===== src/rtl/nt_level_scheduler_pkg.sv =====
// -----------------------------------------------------------------------------
// nt_sched_pkg
// Shared definitions for the neurotransmitter level scheduler family.
//   - state_t    : scheduler state encoding, also driven out on the debug
//                  'state' port (IDLE=0, COOL=1, RECOVER=2).
//   - decision_t : outcome of resolving the pending request flags at a tick.
//   - resolve()  : request priority: set > (inc xor dec) > nothing.
//                  inc and dec together is a conflict and resolves to nothing.
// -----------------------------------------------------------------------------
package nt_sched_pkg;

    localparam int STATE_W = 2;

    typedef enum logic [STATE_W-1:0] {
        ST_IDLE    = 2'd0,
        ST_COOL    = 2'd1,
        ST_RECOVER = 2'd2
    } state_t;

    typedef enum logic [1:0] {
        DEC_NONE = 2'd0,
        DEC_SET  = 2'd1,
        DEC_INC  = 2'd2,
        DEC_DEC  = 2'd3
    } decision_t;

    function automatic decision_t resolve(input logic e_set,
                                          input logic e_inc,
                                          input logic e_dec);
        decision_t d;
        if (e_set) begin
            d = DEC_SET;
        end else if (e_inc && !e_dec) begin
            d = DEC_INC;
        end else if (e_dec && !e_inc) begin
            d = DEC_DEC;
        end else begin
            d = DEC_NONE;
        end
        return d;
    endfunction

endpackage


===== src/rtl/nt_level_scheduler_prescaler.sv =====
// -----------------------------------------------------------------------------
// nt_tick_prescaler
// Free-running counter 0..PRESCALE-1 that produces the slow scheduler tick.
// tick is combinational and high during the cycle in which the count equals
// PRESCALE-1, so logic clocked on that edge sees tick and the wrap together.
//
// Parameters:
//   PRESCALE : clk cycles per tick (>= 2)
// Ports:
//   clk   in  : clock
//   rst_n in  : asynchronous active-low reset, clears the count
//   tick  out : one-cycle strobe every PRESCALE cycles
// -----------------------------------------------------------------------------
module nt_tick_prescaler #(
    parameter int PRESCALE = 16
) (
    input  logic clk,
    input  logic rst_n,
    output logic tick
);

    localparam int CNT_W = (PRESCALE > 2) ? $clog2(PRESCALE) : 1;
    localparam logic [CNT_W-1:0] LAST = CNT_W'(PRESCALE - 1);

    logic [CNT_W-1:0] r_cnt;
    logic             w_last;

    assign w_last = (r_cnt == LAST);
    assign tick   = w_last;

    always_ff @(posedge clk or negedge rst_n) begin
        if (!rst_n) begin
            r_cnt <= '0;
        end else if (w_last) begin
            r_cnt <= '0;
        end else begin
            r_cnt <= r_cnt + CNT_W'(1);
        end
    end

endmodule


===== src/rtl/nt_level_scheduler.sv =====
// -----------------------------------------------------------------------------
// nt_level_scheduler
// Sequences one neurotransmitter level resource. Regulator requests are
// collected into sticky pending flags between slow ticks, resolved at the tick
// into at most one registered one-cycle pulse (inc / dec / setval, with fast
// qualifying inc/dec), followed by a cooldown. After IDLE_TIMEOUT idle ticks
// the level is drifted back toward DEFAULT_VAL one step per tick.
//
// Optional build macro NT_SCHED_STATS_EN adds dbg_pulse_cnt, a saturating
// count of issued inc/dec/setval pulses.
//
// Parameters:
//   N            : level width
//   DEFAULT_VAL  : resting level targeted while recovering
//   PRESCALE     : clk cycles per tick (>= 2)
//   COOLDOWN     : ticks spent cooling after an issued step (>= 1)
//   IDLE_TIMEOUT : consecutive idle ticks before recovering (>= 1)
// Ports:
//   clk, rst_n             : clock, asynchronous active-low reset
//   req_inc/dec/fast/set   : regulator requests (any cycle, sticky until tick)
//   value[N-1:0]           : current level from the resource
//   inc, dec, fast, setval : one-cycle pulses to the resource
//   state[1:0]             : IDLE=0, COOL=1, RECOVER=2
//   busy                   : state != IDLE
//   dbg_pulse_cnt[7:0]     : (NT_SCHED_STATS_EN only) issued pulse count
// -----------------------------------------------------------------------------
module nt_level_scheduler
    import nt_sched_pkg::*;
#(
    parameter int N            = 7,
    parameter int DEFAULT_VAL  = 96,
    parameter int PRESCALE     = 16,
    parameter int COOLDOWN     = 2,
    parameter int IDLE_TIMEOUT = 8
) (
    input  logic             clk,
    input  logic             rst_n,
    input  logic             req_inc,
    input  logic             req_dec,
    input  logic             req_fast,
    input  logic             req_set,
    input  logic [N-1:0]     value,
    output logic             inc,
    output logic             dec,
    output logic             fast,
    output logic             setval,
    output logic [STATE_W-1:0] state,
    output logic             busy
`ifdef NT_SCHED_STATS_EN
    ,
    output logic [7:0]       dbg_pulse_cnt
`endif
);

    localparam int CD_W = $clog2(COOLDOWN) + 1;
    localparam int IT_W = $clog2(IDLE_TIMEOUT) + 1;
    localparam logic [N-1:0]    DEF_V   = N'(DEFAULT_VAL);
    localparam logic [CD_W-1:0] CD_LAST = CD_W'(COOLDOWN - 1);
    localparam logic [IT_W-1:0] IT_LAST = IT_W'(IDLE_TIMEOUT - 1);

    // Tick generator
    logic w_tick;

    nt_tick_prescaler #(
        .PRESCALE(PRESCALE)
    ) u_prescaler (
        .clk  (clk),
        .rst_n(rst_n),
        .tick (w_tick)
    );

    // State and counters
    state_t          r_state,    w_state_nxt;
    logic [CD_W-1:0] r_cd_cnt,   w_cd_nxt;
    logic [IT_W-1:0] r_idle_cnt, w_idle_nxt;

    // Pending request flags
    logic r_p_inc,  w_p_inc_nxt;
    logic r_p_dec,  w_p_dec_nxt;
    logic r_p_fast, w_p_fast_nxt;
    logic r_p_set,  w_p_set_nxt;

    // Output registers
    logic r_inc,    w_inc_nxt;
    logic r_dec,    w_dec_nxt;
    logic r_fast,   w_fast_nxt;
    logic r_setval, w_setval_nxt;

    // Effective flags include a request arriving on the tick cycle itself.
    logic      w_e_inc, w_e_dec, w_e_fast, w_e_set;
    decision_t w_decision;

    assign w_e_inc    = r_p_inc  | req_inc;
    assign w_e_dec    = r_p_dec  | req_dec;
    assign w_e_fast   = r_p_fast | req_fast;
    assign w_e_set    = r_p_set  | req_set;
    assign w_decision = resolve(w_e_set, w_e_inc, w_e_dec);

    always_ff @(posedge clk or negedge rst_n) begin
        if (!rst_n) begin
            r_state    <= ST_IDLE;
            r_cd_cnt   <= '0;
            r_idle_cnt <= '0;
            r_p_inc    <= 1'b0;
            r_p_dec    <= 1'b0;
            r_p_fast   <= 1'b0;
            r_p_set    <= 1'b0;
            r_inc      <= 1'b0;
            r_dec      <= 1'b0;
            r_fast     <= 1'b0;
            r_setval   <= 1'b0;
        end else begin
            r_state    <= w_state_nxt;
            r_cd_cnt   <= w_cd_nxt;
            r_idle_cnt <= w_idle_nxt;
            r_p_inc    <= w_p_inc_nxt;
            r_p_dec    <= w_p_dec_nxt;
            r_p_fast   <= w_p_fast_nxt;
            r_p_set    <= w_p_set_nxt;
            r_inc      <= w_inc_nxt;
            r_dec      <= w_dec_nxt;
            r_fast     <= w_fast_nxt;
            r_setval   <= w_setval_nxt;
        end
    end

    always_comb begin
        w_state_nxt  = r_state;
        w_cd_nxt     = r_cd_cnt;
        w_idle_nxt   = r_idle_cnt;
        // Between ticks the flags simply accumulate.
        w_p_inc_nxt  = w_e_inc;
        w_p_dec_nxt  = w_e_dec;
        w_p_fast_nxt = w_e_fast;
        w_p_set_nxt  = w_e_set;
        w_inc_nxt    = 1'b0;
        w_dec_nxt    = 1'b0;
        w_fast_nxt   = 1'b0;
        w_setval_nxt = 1'b0;

        if (w_tick) begin
            case (r_state)
                ST_IDLE, ST_RECOVER: begin
                    w_p_inc_nxt  = 1'b0;
                    w_p_dec_nxt  = 1'b0;
                    w_p_fast_nxt = 1'b0;
                    w_p_set_nxt  = 1'b0;
                    case (w_decision)
                        DEC_SET: begin
                            w_setval_nxt = 1'b1;
                            w_state_nxt  = ST_COOL;
                            w_cd_nxt     = '0;
                            w_idle_nxt   = '0;
                        end
                        DEC_INC: begin
                            w_inc_nxt   = 1'b1;
                            w_fast_nxt  = w_e_fast;
                            w_state_nxt = ST_COOL;
                            w_cd_nxt    = '0;
                            w_idle_nxt  = '0;
                        end
                        DEC_DEC: begin
                            w_dec_nxt   = 1'b1;
                            w_fast_nxt  = w_e_fast;
                            w_state_nxt = ST_COOL;
                            w_cd_nxt    = '0;
                            w_idle_nxt  = '0;
                        end
                        default: begin
                            if (r_state == ST_IDLE) begin
                                // Idle or conflicting tick counts toward timeout.
                                if (r_idle_cnt == IT_LAST) begin
                                    w_state_nxt = ST_RECOVER;
                                    w_idle_nxt  = '0;
                                end else begin
                                    w_idle_nxt = r_idle_cnt + IT_W'(1);
                                end
                            end else begin
                                // Recover: single slow step toward rest level.
                                if (value > DEF_V) begin
                                    w_dec_nxt = 1'b1;
                                end else if (value < DEF_V) begin
                                    w_inc_nxt = 1'b1;
                                end else begin
                                    w_state_nxt = ST_IDLE;
                                    w_idle_nxt  = '0;
                                end
                            end
                        end
                    endcase
                end
                ST_COOL: begin
                    // Only set is served while cooling; inc/dec/fast stay pending
                    // and are evaluated at the first tick after cooling ends.
                    w_p_set_nxt = 1'b0;
                    if (w_e_set) begin
                        w_setval_nxt = 1'b1;
                        w_cd_nxt     = '0;
                    end else if (r_cd_cnt == CD_LAST) begin
                        w_state_nxt = ST_IDLE;
                        w_cd_nxt    = '0;
                    end else begin
                        w_cd_nxt = r_cd_cnt + CD_W'(1);
                    end
                end
                default: begin
                    w_state_nxt = ST_IDLE;
                    w_cd_nxt    = '0;
                    w_idle_nxt  = '0;
                end
            endcase
        end
    end

    assign inc    = r_inc;
    assign dec    = r_dec;
    assign fast   = r_fast;
    assign setval = r_setval;
    assign state  = r_state;
    assign busy   = (r_state != ST_IDLE);

`ifdef NT_SCHED_STATS_EN
    logic [7:0] r_pulse_cnt;
    logic       w_issue;

    assign w_issue = w_inc_nxt | w_dec_nxt | w_setval_nxt;

    always_ff @(posedge clk or negedge rst_n) begin
        if (!rst_n) begin
            r_pulse_cnt <= '0;
        end else if (w_issue && (r_pulse_cnt != 8'hFF)) begin
            r_pulse_cnt <= r_pulse_cnt + 8'd1;
        end
    end

    assign dbg_pulse_cnt = r_pulse_cnt;
`endif

endmodule

===== config.mk =====
export PLATFORM = sky130hd
export DESIGN_NAME = nt_level_scheduler
export DESIGN_NICKNAME = d
export VERILOG_FILES = /design/src/rtl/nt_level_scheduler_pkg.sv /design/src/rtl/nt_level_scheduler_prescaler.sv /design/src/rtl/nt_level_scheduler.sv
export SDC_FILE = /design/constraint.sdc
export NUM_CORES = 1
export LEC_CHECK = 0
export ABC_AREA = 1
export CAP_MARGIN = 20
export CORE_UTILIZATION = 30
export CTS_CLUSTER_SIZE = 24
export DETAILED_ROUTE_END_ITERATION = 8
export SYNTH_ARGS = -nofsm -noshare
export SYNTH_HDL_FRONTEND = slang
export SYNTH_SLANG_ARGS = --single-unit

===== constraint.sdc =====
create_clock -name clk -period 2.3 [get_ports clk]
set_clock_uncertainty 0.1 [all_clocks]
set_input_delay 0.345 -clock clk [delete_from_list [all_inputs] [get_ports clk]]
set_output_delay 0.345 -clock clk [all_outputs]
set_load 0.1 [all_outputs]

After elaboration in Yosys (flattened, before gate mapping):

Index checks and enable logic that the tools add are counted.
W data, S select, Z words.

* memories: 0
* bits of input ports: 13
* word-level logic and storage cells: 99
* latch bits: 0
* memory bits (writable): 0
* bits in registers: 20
* ROM bits: 0
* output and inout port bits: 7

* multiplexer cells: 48
* bitwise operators: 5
* reductions and logical operators: 15
* div/mod/pow operators: 0
* order comparisons: 2
* add/subtract/negate cells: 3
* eq/ne operators: 14
* $mul: 0
* shift-type cells: 0

Operators with widths (number)
* $mux W2: 13
* $mux W4: 6
* $mux W1: 23
* $ne A4 B4 Y1 const B: 3
* $add A4 B1 Y4 const B: 2
* $pmux W2 S2: 2
* $pmux W4 S2: 1
* $reduce_or A2 Y1: 4
* $gt A7 B7 Y1 const B: 1
* $lt A7 B7 Y1 const B: 1
* $eq A2 B1 Y1 const B: 3
* $eq A2 B2 Y1 const B: 3
* $ne A2 B2 Y1 const B: 3
* $pmux W1 S2: 3
* $reduce_and A6 Y1: 1
* $reduce_or A3 Y1: 2
* $eq A4 B3 Y1 const B: 1
* $eq A4 B4 Y1 const B: 1
* $or A1 B1 Y1: 4
* $reduce_and A4 Y1: 1
* $add A2 B1 Y2 const B: 1
* $logic_and A1 B1 Y1: 2
* $logic_not A1 Y1: 2
* $logic_not A2 Y1: 1
* 3 further kinds: 3

Depth between registers and ports, before layout:

Gate-level depths: netlist (run 1).

* depth in word-level cells: 11
* depth in mapped cells: 10
* depth with buffers taken out: 10

Modules after synthesis:

From an unflattened synthesis (run 1), not the netlist that was laid out.

* cells, all modules: 128
* area total of the unflattened synthesis: 1064.8 um^2

By module, submodules not included
* nt_level_scheduler: seq. area each 400.4 um^2, times used 1, cells an instance 113, area each 894.6 um^2
* nt_tick_prescaler: seq. area each 100.1 um^2, times used 1, cells an instance 15, area each 170.2 um^2

Worst setup path after synthesis (run 1):

No wires, ideal clock.

* path type: register -> register
* start point: register r_state[0] (netlist: state[0])
* end point: register r_state[0] (netlist: state[0])
* library setup time: 0.068 ns
* path buffers: 0
* setup slack: -0.009 ns
* arrival: 2.141 ns
* cell stages (with the launch flop): 9
* clock period less this slack: 2.309 ns
* data required time: 2.132 ns
* path through: dfrtp_1 nor2_2 inv_2 nand3_1 nand2_1 nand2_4 nand2_2 nand2_1 nand2_1

* cells in the longest elaborated chain, start to end: 4
* elaborated cells between the ends (all ways): 13
* classes of those cells: eq/ne (7); mux (3); reduce/logical (3)

Ends and longest elaborated chain
* start, declared: line nt_level_scheduler.sv:73 `state_t r_state, w_state_nxt;`
* start signal, assigned: line nt_level_scheduler.sv:113 `r_state <= w_state_nxt;`
* $eq A2 B2 Y1 or $logic_not A2 Y1 (tied branches): line nt_level_scheduler.sv:142, nt_level_scheduler.sv:170
* $reduce_or A2 Y1 or $mux W2 (tied branches): line nt_level_scheduler.sv:142, nt_level_scheduler.sv:170
* $ne A4 B4 Y1 (no line) or $mux W2 (tied branches)
* $reduce_and A6 Y1 (no line) or $pmux W2 S2 (tied branches)

Parallel ways exist; a longest one is shown, timed or not.
A chain may end at the register's enable or synchronous reset.

Worst setup path in the final report (run 1):

* start point: register r_state[1] (netlist: state[1])
* end point: output port busy

* cells in the longest elaborated chain, start to end: 1

Ends and longest elaborated chain
* $reduce_bool A2 Y1: line nt_level_scheduler.sv:220 `assign busy = (r_state != ST_IDLE);`
* end, declared: line nt_level_scheduler.sv:48 `output logic busy`

Every way passes these cells.

==> metrics.log, run 1 <==
[metrics] run status: finished clean
[metrics] final worst-path cycle share: 0.748
[metrics] number of instances in the synthesized netlist: 126
[metrics] remaining global-route overflow: 0
[metrics] hold-fix buffer count after cts: 0
[metrics] Post-Synthesis Net Count: 141
[metrics] Worst Setup Path Type: reg2out
[metrics] # resized after CTS: 0
[metrics] clock tree from TritonCTS: built
[metrics] vias post-DR: 853
[metrics] number of nets in the final layout: 166
[metrics] actual transition at the worst max-transition pin: 341 ps
[metrics] Worst Path Arrival: 1280 ps
[metrics] Cell Int Power: 552 uW
[metrics] buffers added on ports: 19
[metrics] number of remaining DRC errors: 0
[metrics] Ys Warns: 0
[metrics] maximum number of pins on one net before global-route repair: 21
[metrics] global placement routability congestion: 0.821
[metrics] post-route antenna net violation count: 0
[metrics] number of DRC markers in iteration 0: 28
[metrics] kind of end point of the critical path: output pin
[metrics] max-cap violations: 0
[metrics] Clock Tree Buf Depth: 2
[metrics] Flop pwr share: 0.517
[metrics] share of the core filled with cells in the final layout: 0.404
[metrics] Comb power frac: 0.060
[metrics] Tmin final: 1720 ps
[metrics] die height: 61.6 um
[metrics] count of endpoints failing hold in the final timing report: 0
[metrics] routed vias/inst: 4.35
[metrics] top cell family by delay on the critical path: flip-flops
[metrics] LEAKAGE: 0.000719 uW
[metrics] DP Wirelength: 1.61 mm
[metrics] fraction of layout instances using a drive strength above 1: 0.227
[metrics] all-layer global routing usage: 0.128
[metrics] total negative slack: 0 ps
[metrics] post-CTS setup buffer count: 0
[metrics] Total Die Area: 3800 um2
[metrics] CTS clock-pin slew for the worst setup and hold paths: 120 ps
[metrics] largest fanout of any net on the critical path: 5
[metrics] RSZ-0062 raised after global routing: false
[metrics] area growth from synthesis to final layout: 27.3%
[metrics] antenna violations before repair: 0
[metrics] routed wire length: 1.99 mm
[metrics] clock latency on the worst-skew pair: 310 ps
[metrics] Seq/Total Area, Yosys: 0.469
[metrics] wire length of the first global-routing pass: 3.53 mm
[metrics] launch point of the worst reg-to-reg path: u_prescaler.r_cnt[0]$_DFF_PN0_
[metrics] crit path cell chain: nor2_2 -> inv_2 -> buf_4
[metrics] Initial Utilization: 0.317
[metrics] final setup violation count: 0
[metrics] worst setup path start: state[1]$_DFFE_PN0P_
[metrics] Boundary Pins: 20
[metrics] root buf cell: clkbuf_4
[metrics] core region area: 3360 um2
[metrics] Sw Pwr: 133 uW
[metrics] number of distinct library cells after synthesis: 23
[metrics] Cell Pwr Density: 504 nW/um2
[metrics] number of global-route vias before repair: 872
[metrics] Highest Clock Rate: 0.581 GHz
[metrics] Buf/Inv on CP: 2
[metrics] average wire per cell in the routed design: 10.2 um
[metrics] post-synth design cell area: 1070 um2
[metrics] max-slew violation total from the final report: 0
[metrics] Max-slew headroom: 0.772
[metrics] number of buffers inserted during clock tree synthesis: 3
[metrics] sink count of the clock tree: 20
[metrics] x dimension of the die: 61.6 um
[metrics] clock network fraction of total power: 0.423
[metrics] number of fillers in the final layout: 364
[metrics] Crit-path slowest cell: dfrtp_1
[metrics] TritonRoute pass-1 iters: 4
[metrics] number of synthesized register bits: 20
[metrics] number of H-tree levels: 1
[metrics] Switching Fraction: 0.194
[metrics] delay contributed by the slowest stage of the critical path: 470 ps
[metrics] Worst Setup Start Kind: flop
[metrics] antenna diode count: 0
[metrics] number of standard-cell rows in the floorplan: 21
[metrics] required time of the critical path: 1860 ps
[metrics] average cell area after synthesis: 8.46 um2
[metrics] HP Class: in2async
[metrics] maximum ir drop on the vdd rail: 0.297 mV
-- metal layers --
layer | wire length [um] | vias up | track usage | part of all wire
met4 | 10 | 0 | 0.0286 | 0.0050
met1 | 896 | 393 | 0.149 | 0.45
met5 | 0 | - | 0 | 0
met3 | 96 | 2 | 0.0441 | 0.048
met2 | 990 | 18 | 0.227 | 0.50
li1 | - | 440 | - | -
-- power groups by stage --
stage | combinational, uW | sequential (uW) | clock [uW]
after detailed placement | 42.5 | 361 | 0
after CTS | 42.7 | 354 | 301
final | 41.2 | 354 | 289
after global routing | 46.2 | 354 | 312
after global placement | 41.4 | 360 | 0
after floorplan | 9.90 | 361 | 0
-- cells in the mapped netlist --
cell,instances,area (um2)
ha_1,2,25.0
xor2_1,3,26.3
nand2_2,4,25.0
nor2_2,4,25.0
nand4_1,1,6.26
inv_2,2,7.51
a211oi_1,1,7.51
nand3b_1,1,7.51
nor2_8,1,20.0
nor2_1,18,67.6
inv_1,18,67.6
or2_2,3,18.8
nor3_1,3,15.0
nand2_1,24,90.1
o21ai_4,1,16.3
o2111ai_1,1,8.76
nor2_4,1,11.3
nand3_2,1,10.0
o21ai_0,1,5.00
nand3_1,10,50.1
dfrtp_1,20,500
nand2_4,4,45.0
a21oi_1,2,10.0
-- cell usage in the layout (no fill, tap or decap) --
cell	instances
nand2_2	4
dfrtp_2	1
nand4_1	1
dfrtp_1	19
nor2_8	1
nor3_1	3
nor2_4	1
o21ai_0	1
nand3_2	1
nand3_1	10
o2111ai_1	1
clkbuf_4	3
inv_2	2
xor2_1	3
a21oi_1	2
bufinv_16	1
nor2_1	18
inv_1	18
a211oi_1	1
buf_4	8
o21ai_4	1
nand3b_1	1
clkdlybuf4s50_1	12
nand2_4	4
nor2_2	4
ha_1	2
nand2_1	24
or2_2	3
-- final cells by class --
| cell class | instances | area [um2] | share of cell area |
|---|---|---|---|
| Multi-Input combinational cell | 86 | 490 | 0.361 |
| Inverter | 20 | 75.1 | 0.0553 |
| Sequential cell | 20 | 502 | 0.370 |
| Clock buffer | 3 | 22.5 | 0.0166 |
| Timing Repair Buffer | 20 | 180 | 0.133 |
| Clock inverter | 1 | 30.0 | 0.0221 |
| Tap cell | 46 | 57.6 | 0.0424 |
-- cells by family (layout without fill, tap and decap cells) --
family          Yosys count  after routing  share of synthesized area
buf+inv                  20             44                     0.0704
flops                    20             20                      0.469
simple gates             75             75                      0.367
compound gates            6              6                     0.0446
xor+xnor                  3              3                     0.0247
fa+ha+maj                 2              2                     0.0235
-- through the flow --
step | hold WS [ps] | cells | cell area [um2] | total power [uW] | setup WS, ps
finish | 258 | 196 | 1360 | 684 | 579
floorplan | -50.6 | 126 | 1070 | 370 | 53.0
CTS | 261 | 196 | 1360 | 697 | 551
detailed placement | 381 | 192 | 1310 | 403 | 415
global placement | 376 | 192 | 1310 | 402 | 453
global route | 280 | 196 | 1360 | 712 | 492
-- path summary, 6_finish.rpt --
kind | cells past startpoint | slack, ps | to
worst max-delay path | 3 | 580 | busy
worst min-delay path | 2 | 260 | r_idle_cnt[0]$_DFFE_PN0P_
worst max register to register | 8 | 810 | r_idle_cnt[3]$_DFFE_PN0P_
worst min register to register | 2 | 400 | r_cd_cnt[1]$_DFFE_PN0P_
max in group asynchronous | 2 | 1610 | state[0]$_DFFE_PN0P_
min in group clk | 2 | 400 | r_cd_cnt[1]$_DFFE_PN0P_
-- worst reg2reg max path: cells and delay by family, from the launching register on --
family	cells	cell delay (ps)
adders and majority gates	1	190
buffers and inverters	1	190
DFF	1	380
and+or+nand+nor	6	550
-- registers in the layout (all words and copies together), names as in the netlist --
name               flops
r_idle_cnt             4
u_prescaler.r_cnt      4
r_cd_cnt               2
state                  2
dec                    1
fast                   1
inc                    1
r_p_dec                1
r_p_fast               1
r_p_inc                1
r_p_set                1
setval                 1
(Power assumes the default switching activity.)
==> run 2, diff against run 1 <==
==> constraint.sdc (replaced) <==
create_clock -name clk -period 1.5 [get_ports clk]
set_clock_uncertainty 0.1 [all_clocks]
set_input_delay 0.225 -clock clk [delete_from_list [all_inputs] [get_ports clk]]
set_output_delay 0.225 -clock clk [all_outputs]
set_load 0.1 [all_outputs]
==> metrics.log, run 2 (synthesized netlist as in run 1, its figures left out) <==
[metrics] run status: complete, but fails checks
[metrics] violations in the final reports: setup timing
[metrics] number of global-route vias before repair: 904 (+3.7%)
[metrics] core region area: 3360 um2 (unchanged)
[metrics] remaining global-route overflow: 0 (unchanged)
[metrics] clock tree from TritonCTS: built
[metrics] final instance area: 1590 um2 (+17%)
[metrics] crit path cell chain: nor2_4 -> buf_12 -> inv_8 -> buf_12
[metrics] Comb power frac: 0.066 (+0.006)
[metrics] most common cell after layout, fill and taps aside: nand2_1
[metrics] Flop pwr share: 0.516 (about the same)
[metrics] Boundary Pins: 20 (unchanged)
[metrics] count of endpoints failing hold in the final timing report: 0 (unchanged)
[metrics] Worst Setup Start Kind: flop
[metrics] routed vias/inst: 4.45 (+2.2%)
[metrics] max-slew violation total from the final report: 0 (unchanged)
[metrics] number of nets in the final layout: 177 (+6.6%)
[metrics] Switching Fraction: 0.190 (-0.00365)
[metrics] wire length of the first global-routing pass: 3.84 mm (+9.0%)
[metrics] number of DRC markers in iteration 0: 26 (-7.1%)
[metrics] Buf/Inv on CP: 3 (+1)
[metrics] number of remaining DRC errors: 0 (unchanged)
[metrics] delay contributed by the slowest stage of the critical path: 510 ps (+40 ps)
[metrics] Final Worst Setup Slack: -65.5 ps (-645 ps)
[metrics] Highest Clock Rate: 0.639 GHz
[metrics] number of buffers inserted during clock tree synthesis: 3 (unchanged)
[metrics] area growth from synthesis to final layout: 48.8%
[metrics] final setup violation count: 4 (+4)
[metrics] largest registers: r_idle_cnt (4), u_prescaler.r_cnt (4)
[metrics] antenna violations before repair: 0 (unchanged)
[metrics] Sw Pwr: 200 uW (+51%)
[metrics] Worst Setup Path Type: reg2out
[metrics] largest fanout of any net on the critical path: 2 (-3)
[metrics] number of H-tree levels: 1 (unchanged)
[metrics] max-cap violations: 0 (unchanged)
[metrics] Max-slew headroom: 0.832 (+0.0598)
[metrics] vias post-DR: 921 (+8.0%)
[metrics] final worst-path cycle share: 1.04
[metrics] post-route antenna net violation count: 0 (unchanged)
[metrics] die height: 61.6 um (unchanged)
[metrics] actual transition at the worst max-transition pin: 253 ps (-88.4 ps)
[metrics] CTS clock-pin slew for the worst setup and hold paths: 120 ps (about the same)
[metrics] total cell area at the placement stage: 1520 um2 (+16%)
[metrics] root buf cell: clkbuf_4
[metrics] maximum ir drop on the vdd rail: 0.299 mV (+0.66%)
[metrics] routed wire length: 2.14 mm (+7.5%)
[metrics] Cell Pwr Density: 662 nW/um2 (+31%)
[metrics] HP Class: in2async
[metrics] required time of the critical path: 1170 ps (-690 ps)
[metrics] total instance count after detailed placement: 202 (+5.2%)
[metrics] buffers added on ports: 19 (unchanged)
[metrics] Worst Path Arrival: 1240 ps (-40 ps)
[metrics] kind of end point of the critical path: output pin
[metrics] clock latency on the worst-skew pair: 300 ps (about the same)
[metrics] maximum number of pins on one net before global-route repair: 21 (unchanged)
[metrics] fraction of layout instances using a drive strength above 1: 0.317 (+0.0901)
[metrics] Cell Count, Final, Fillers Out: 207 (+5.6%)
[metrics] top library cells by usage in the layout, fill and taps aside: nand2_1, dfrtp_1, nor2_1, inv_1, clkdlybuf4s50_1
[metrics] x dimension of the die: 61.6 um (unchanged)
[metrics] Initial Utilization: 0.317 (unchanged)
[metrics] Cell Int Power: 851 uW (+54%)
[metrics] Clock Tree Buf Depth: 2 (unchanged)
[metrics] global placement routability congestion: 0.789 (-3.9%)
[metrics] LEAKAGE: 0.000810 uW (+13%)
[metrics] all-layer global routing usage: 0.137 (+0.00882)
[metrics] number of standard-cell rows in the floorplan: 21 (unchanged)
[metrics] RSZ-0062 raised after global routing: true
[metrics] clock network fraction of total power: 0.417 (-0.006)
[metrics] sink count of the clock tree: 20 (unchanged)
[metrics] Crit-path slowest cell: dfrtp_4
[metrics] Total Die Area: 3800 um2 (unchanged)
[metrics] TritonRoute pass-1 iters: 4 (unchanged)
[metrics] antenna diode count: 0 (unchanged)
[metrics] hold-fix buffer count after cts: 0 (unchanged)
[metrics] DP Wirelength: 1.71 mm (+6.4%)
[metrics] average wire per cell in the routed design: 10.4 um (+1.8%)
[metrics] Tmin final: 1570 ps
[metrics] top cell family by delay on the critical path: flip-flops
[metrics] most frequent CP cell: buf_12
==> run 2: changes by cell type in the layout (fill, tap and decap cells not counted), sizes merged <==
cell / before / now
buf: 8 / 19
==> run 2: cell type report <==
class / instances / area, um2
fillers: 342 / 1780
multi-input cells: 86 / 510
flip-flops and latches: 20 / 508
repair buffers: 31 / 375
inverters: 20 / 82.6
well taps: 46 / 57.6
clock inverters: 1 / 30.0
clock buffers: 3 / 22.5
==> run 2: power groups by stage <==
stage               sequential, uW  combinational, uW  clock (uW)
floorplan                      553               16.2           0
global placement               553               70.4           0
detailed placement             553               71.5           0
CTS                            543               72.0         456
global route                   543               77.7         479
finish                         542               69.8         438
==> run 2: path summary, 6_finish.rpt <==
path	cells after the start	slack [ps]	end	startpoint
max	4	-70	busy	state[1]$_DFFE_PN0P_
min	2	150	r_p_dec$_DFF_PN0_	rst_n
max reg2reg	9	-20	state[0]$_DFFE_PN0P_	state[1]$_DFFE_PN0P_
min reg2reg	1	400	u_prescaler.r_cnt[2]$_DFF_PN0_	u_prescaler.r_cnt[2]$_DFF_PN0_
max in group asynchronous	2	920	state[1]$_DFFE_PN0P_	rst_n
min in group clk	1	400	u_prescaler.r_cnt[2]$_DFF_PN0_	u_prescaler.r_cnt[2]$_DFF_PN0_
==> run 2: repair_timing <==
item                       4_1_cts  5_1_grt
pin swaps                        1        0
setup endpoints to repair        2       10
gates resized for setup          0        4
buffers inserted                 1        0
==> run 2: worst reg2reg max path: stages (launching register included) <==
cell	delay, ps
dfrtp_4	510
nor2_4	140
buf_4	140
nor2_2	40
nand4_1	100
nand2_1	70
nor2_2	140
nand2_2	80
nand2_1	60
nand2_1	50
==> run 2: per-stage QoR <==
stage          hold slack, ps  setup TNS, ps  utilization  power [uW]  setup slack (ps)
2_1_floorplan            -171           -620            -         569              -108
3_3_place_gp              377          -1550        0.452         623              -227
3_5_place_dp              386          -2030        0.452         625              -287
4_1_cts                   155           -128        0.469        1070             -78.0
5_1_grt                   151           -783        0.472        1100              -115
6_report                  150           -118        0.472        1050             -65.5
==> run 2: routing by layer <==
layer  share of wire  routed length, um  global-route usage
met5               0                  0                   0
met4           0.019                 41              0.0635
met3           0.046                 99              0.0336
met2            0.50               1080               0.233
met1            0.43                924               0.162
==> run 3, diff against run 2 <==
--- a/config.mk
+++ b/config.mk
@@ -6,7 +6,7 @@
 export NUM_CORES = 1
 export LEC_CHECK = 0
 export ABC_AREA = 1
-export CAP_MARGIN = 20
+export CORE_MARGIN = 4
 export CORE_UTILIZATION = 30
 export CTS_CLUSTER_SIZE = 24
 export DETAILED_ROUTE_END_ITERATION = 8
==> metrics.log, run 3 (synthesized netlist as in run 1, its figures left out) <==
[metrics] number of global-route vias before repair: 894 (-1.1%)
[metrics] post-route antenna net violation count: 0 (unchanged)
[metrics] remaining global-route overflow: 0 (unchanged)
[metrics] actual transition at the worst max-transition pin: 260 ps (+7.17 ps)
[metrics] maximum ir drop on the vdd rail: 0.230 mV (-23%)
[metrics] number of DRC markers in iteration 0: 22 (-15%)
[metrics] final setup violation count: 7 (+3)
[metrics] count of endpoints failing hold in the final timing report: 0 (unchanged)
[metrics] routed vias/inst: 4.42 (-0.70%)
[metrics] Boundary Pins: 20 (unchanged)
[metrics] root buf cell: clkbuf_4
[metrics] required time of the critical path: 1170 ps (about the same)
[metrics] Highest Clock Rate: 0.628 GHz (-1.7%)
[metrics] violations in the final reports: setup timing
[metrics] antenna violations before repair: 0 (unchanged)
[metrics] final worst-path cycle share: 1.06 (+0.0185)
[metrics] gr busiest metal: met2
[metrics] number of remaining DRC errors: 0 (unchanged)
[metrics] Worst Setup Start Kind: flop
[metrics] total negative slack: -188 ps (-69.4 ps)
[metrics] LEAKAGE: 0.000817 uW (+0.79%)
[metrics] buffers added on ports: 19 (unchanged)
[metrics] maximum number of pins on one net before global-route repair: 21 (unchanged)
[metrics] Tmin final: 1590 ps (+27.7 ps)
[metrics] clock latency on the worst-skew pair: 310 ps (about the same)
[metrics] core region area: 3390 um2 (+0.78%)
[metrics] HP Class: in2async
[metrics] multi-input combinational cell area: 532 um2 (+4.2%)
[metrics] TritonRoute pass-1 iters: 4 (unchanged)
[metrics] global routing usage on met1: 0.118 (-0.0441)
[metrics] number of fillers in the final layout: 313 (-8.5%)
[metrics] sink count of the clock tree: 20 (unchanged)
[metrics] depth of the worst register-to-register path: 8 (-1)
[metrics] Final Worst Setup Slack: -93.2 ps (-27.7 ps)
[metrics] share of the core filled with cells in the final layout: 0.473 (+0.00114)
[metrics] sequential cell area in the final layout: 508 um2 (unchanged)
[metrics] RSZ-0062 raised after global routing: true
[metrics] Worst Path Arrival: 1270 ps (+30 ps)
[metrics] number of buffers inserted during clock tree synthesis: 3 (unchanged)
[metrics] die height: 67.6 um (+9.7%)
[metrics] CTS clock-pin slew for the worst setup and hold paths: 110 ps (about the same)
[metrics] PnR Total Power: 933 uW (-11%)
[metrics] top library cells by usage in the layout, fill and taps aside: nand2_1, dfrtp_1, inv_1, nor2_1, clkdlybuf4s50_1
[metrics] most common cell after layout, fill and taps aside: nand2_1
[metrics] largest registers: r_idle_cnt (4), u_prescaler.r_cnt (4)
[metrics] max-slew violation total from the final report: 0 (unchanged)
[metrics] number of H-tree levels: 1 (unchanged)
[metrics] wire length of the first global-routing pass: 3.73 mm (-2.9%)
[metrics] antenna diode count: 0 (unchanged)
[metrics] fraction of layout instances using a drive strength above 1: 0.327 (+0.0104)
[metrics] vias post-DR: 919 (-0.22%)
[metrics] max-cap violations: 0 (unchanged)
[metrics] clock tree from TritonCTS: built
[metrics] met2 Track Usage GR: 0.204 (-0.0294)
[metrics] average wire per cell in the routed design: 11.1 um (+7.1%)
[metrics] kind of end point of the critical path: output pin
[metrics] run status: complete, but fails checks
[metrics] number of nets in the final layout: 178 (+0.56%)
[metrics] hold-fix buffer count after cts: 0 (unchanged)
[metrics] Initial Utilization: 0.315 (-0.00246)
[metrics] number of standard-cell rows in the floorplan: 21 (unchanged)
[metrics] Total Die Area: 4570 um2 (+20%)
[metrics] DP Wirelength: 1.75 mm (+2.1%)
[metrics] largest fanout of any net on the critical path: 2 (unchanged)
[metrics] Clock Tree Buf Depth: 2 (unchanged)
[metrics] flop2flop setup slack: -40 ps (-20 ps)
[metrics] met3 layer usage reported by global route: 0.0183 (-0.0153)
[metrics] x dimension of the die: 67.6 um (+9.7%)
[metrics] all-layer global routing usage: 0.113 (-0.0243)
[metrics] Worst Setup Path Type: reg2out
[metrics] worst setup slack after placement: -239 ps (+47.4 ps)
[metrics] global placement routability congestion: 0.915 (+16%)
[metrics] Max-slew headroom: 0.827 (-0.00478)
[metrics] Cell Pwr Density: 582 nW/um2 (-12%)
[metrics] routed wire length: 2.31 mm (+7.6%)
[metrics] Hold Slack: 140 ps (-10.6 ps)
[metrics] area growth from synthesis to final layout: 50.4%
==> run 3: cell types whose count changed in the layout (fill, tap and decap cells not counted), sizes merged <==
| cell | previous run | this run |
|---|---|---|
| clkbuf | 3 | 4 |
| buf | 19 | 20 |
| bufinv | 1 | 0 |
==> run 3: report_power, final <==
| group | switching [uW] | internal, uW |
|---|---|---|
| Combinational | 31.0 | 38.4 |
| Clock | 172 | 149 |
| Sequential | 2.00 | 540 |
==> run 3: area by class of cell <==
cell class | count | share of cell area
multi-input cells | 86 | 0.332
flip-flops and latches | 20 | 0.317
repair buffers | 32 | 0.241
inverters | 20 | 0.0515
well taps | 46 | 0.0359
clock buffers | 4 | 0.0226
==> run 3: per-layer routing <==
| metal | wire (um) | share of wire |
|---|---|---|
| met2 | 1080 | 0.47 |
| met5 | 0 | 0 |
| met4 | 71 | 0.031 |
| met1 | 1030 | 0.44 |
| met3 | 131 | 0.057 |
==> run 3: worst paths after layout <==
kind / from / end
worst max register to register: state[0]$_DFFE_PN0P_ / r_idle_cnt[3]$_DFFE_PN0P_
worst max-delay path: state[0]$_DFFE_PN0P_ / busy
worst min-delay path: rst_n / state[0]$_DFFE_PN0P_
max in group asynchronous: rst_n / state[1]$_DFFE_PN0P_
min in group clk: u_prescaler.r_cnt[2]$_DFF_PN0_ / u_prescaler.r_cnt[2]$_DFF_PN0_
worst min register to register: u_prescaler.r_cnt[2]$_DFF_PN0_ / u_prescaler.r_cnt[2]$_DFF_PN0_
==> run 3: worst max-delay path, stage by stage (launching register included) <==
cell and delay [ps]:
dfrtp_4 520, nor2_4 130, buf_12 120, inv_8 30, buf_12 150
==> run 3: metrics by stage <==
stage | instance area [um2] | instances
after global routing | 1600 | 208
final | 1600 | 208
after CTS | 1560 | 206
after global placement | 1500 | 200
after detailed placement | 1500 | 200
after floorplan | 1090 | 126
==> run 3: repair_timing <==
item,4_1_cts,5_1_grt
setup buffers,2,2
pin swaps,1,3
endpoints found under the setup margin,1,10
resized for setup,1,7
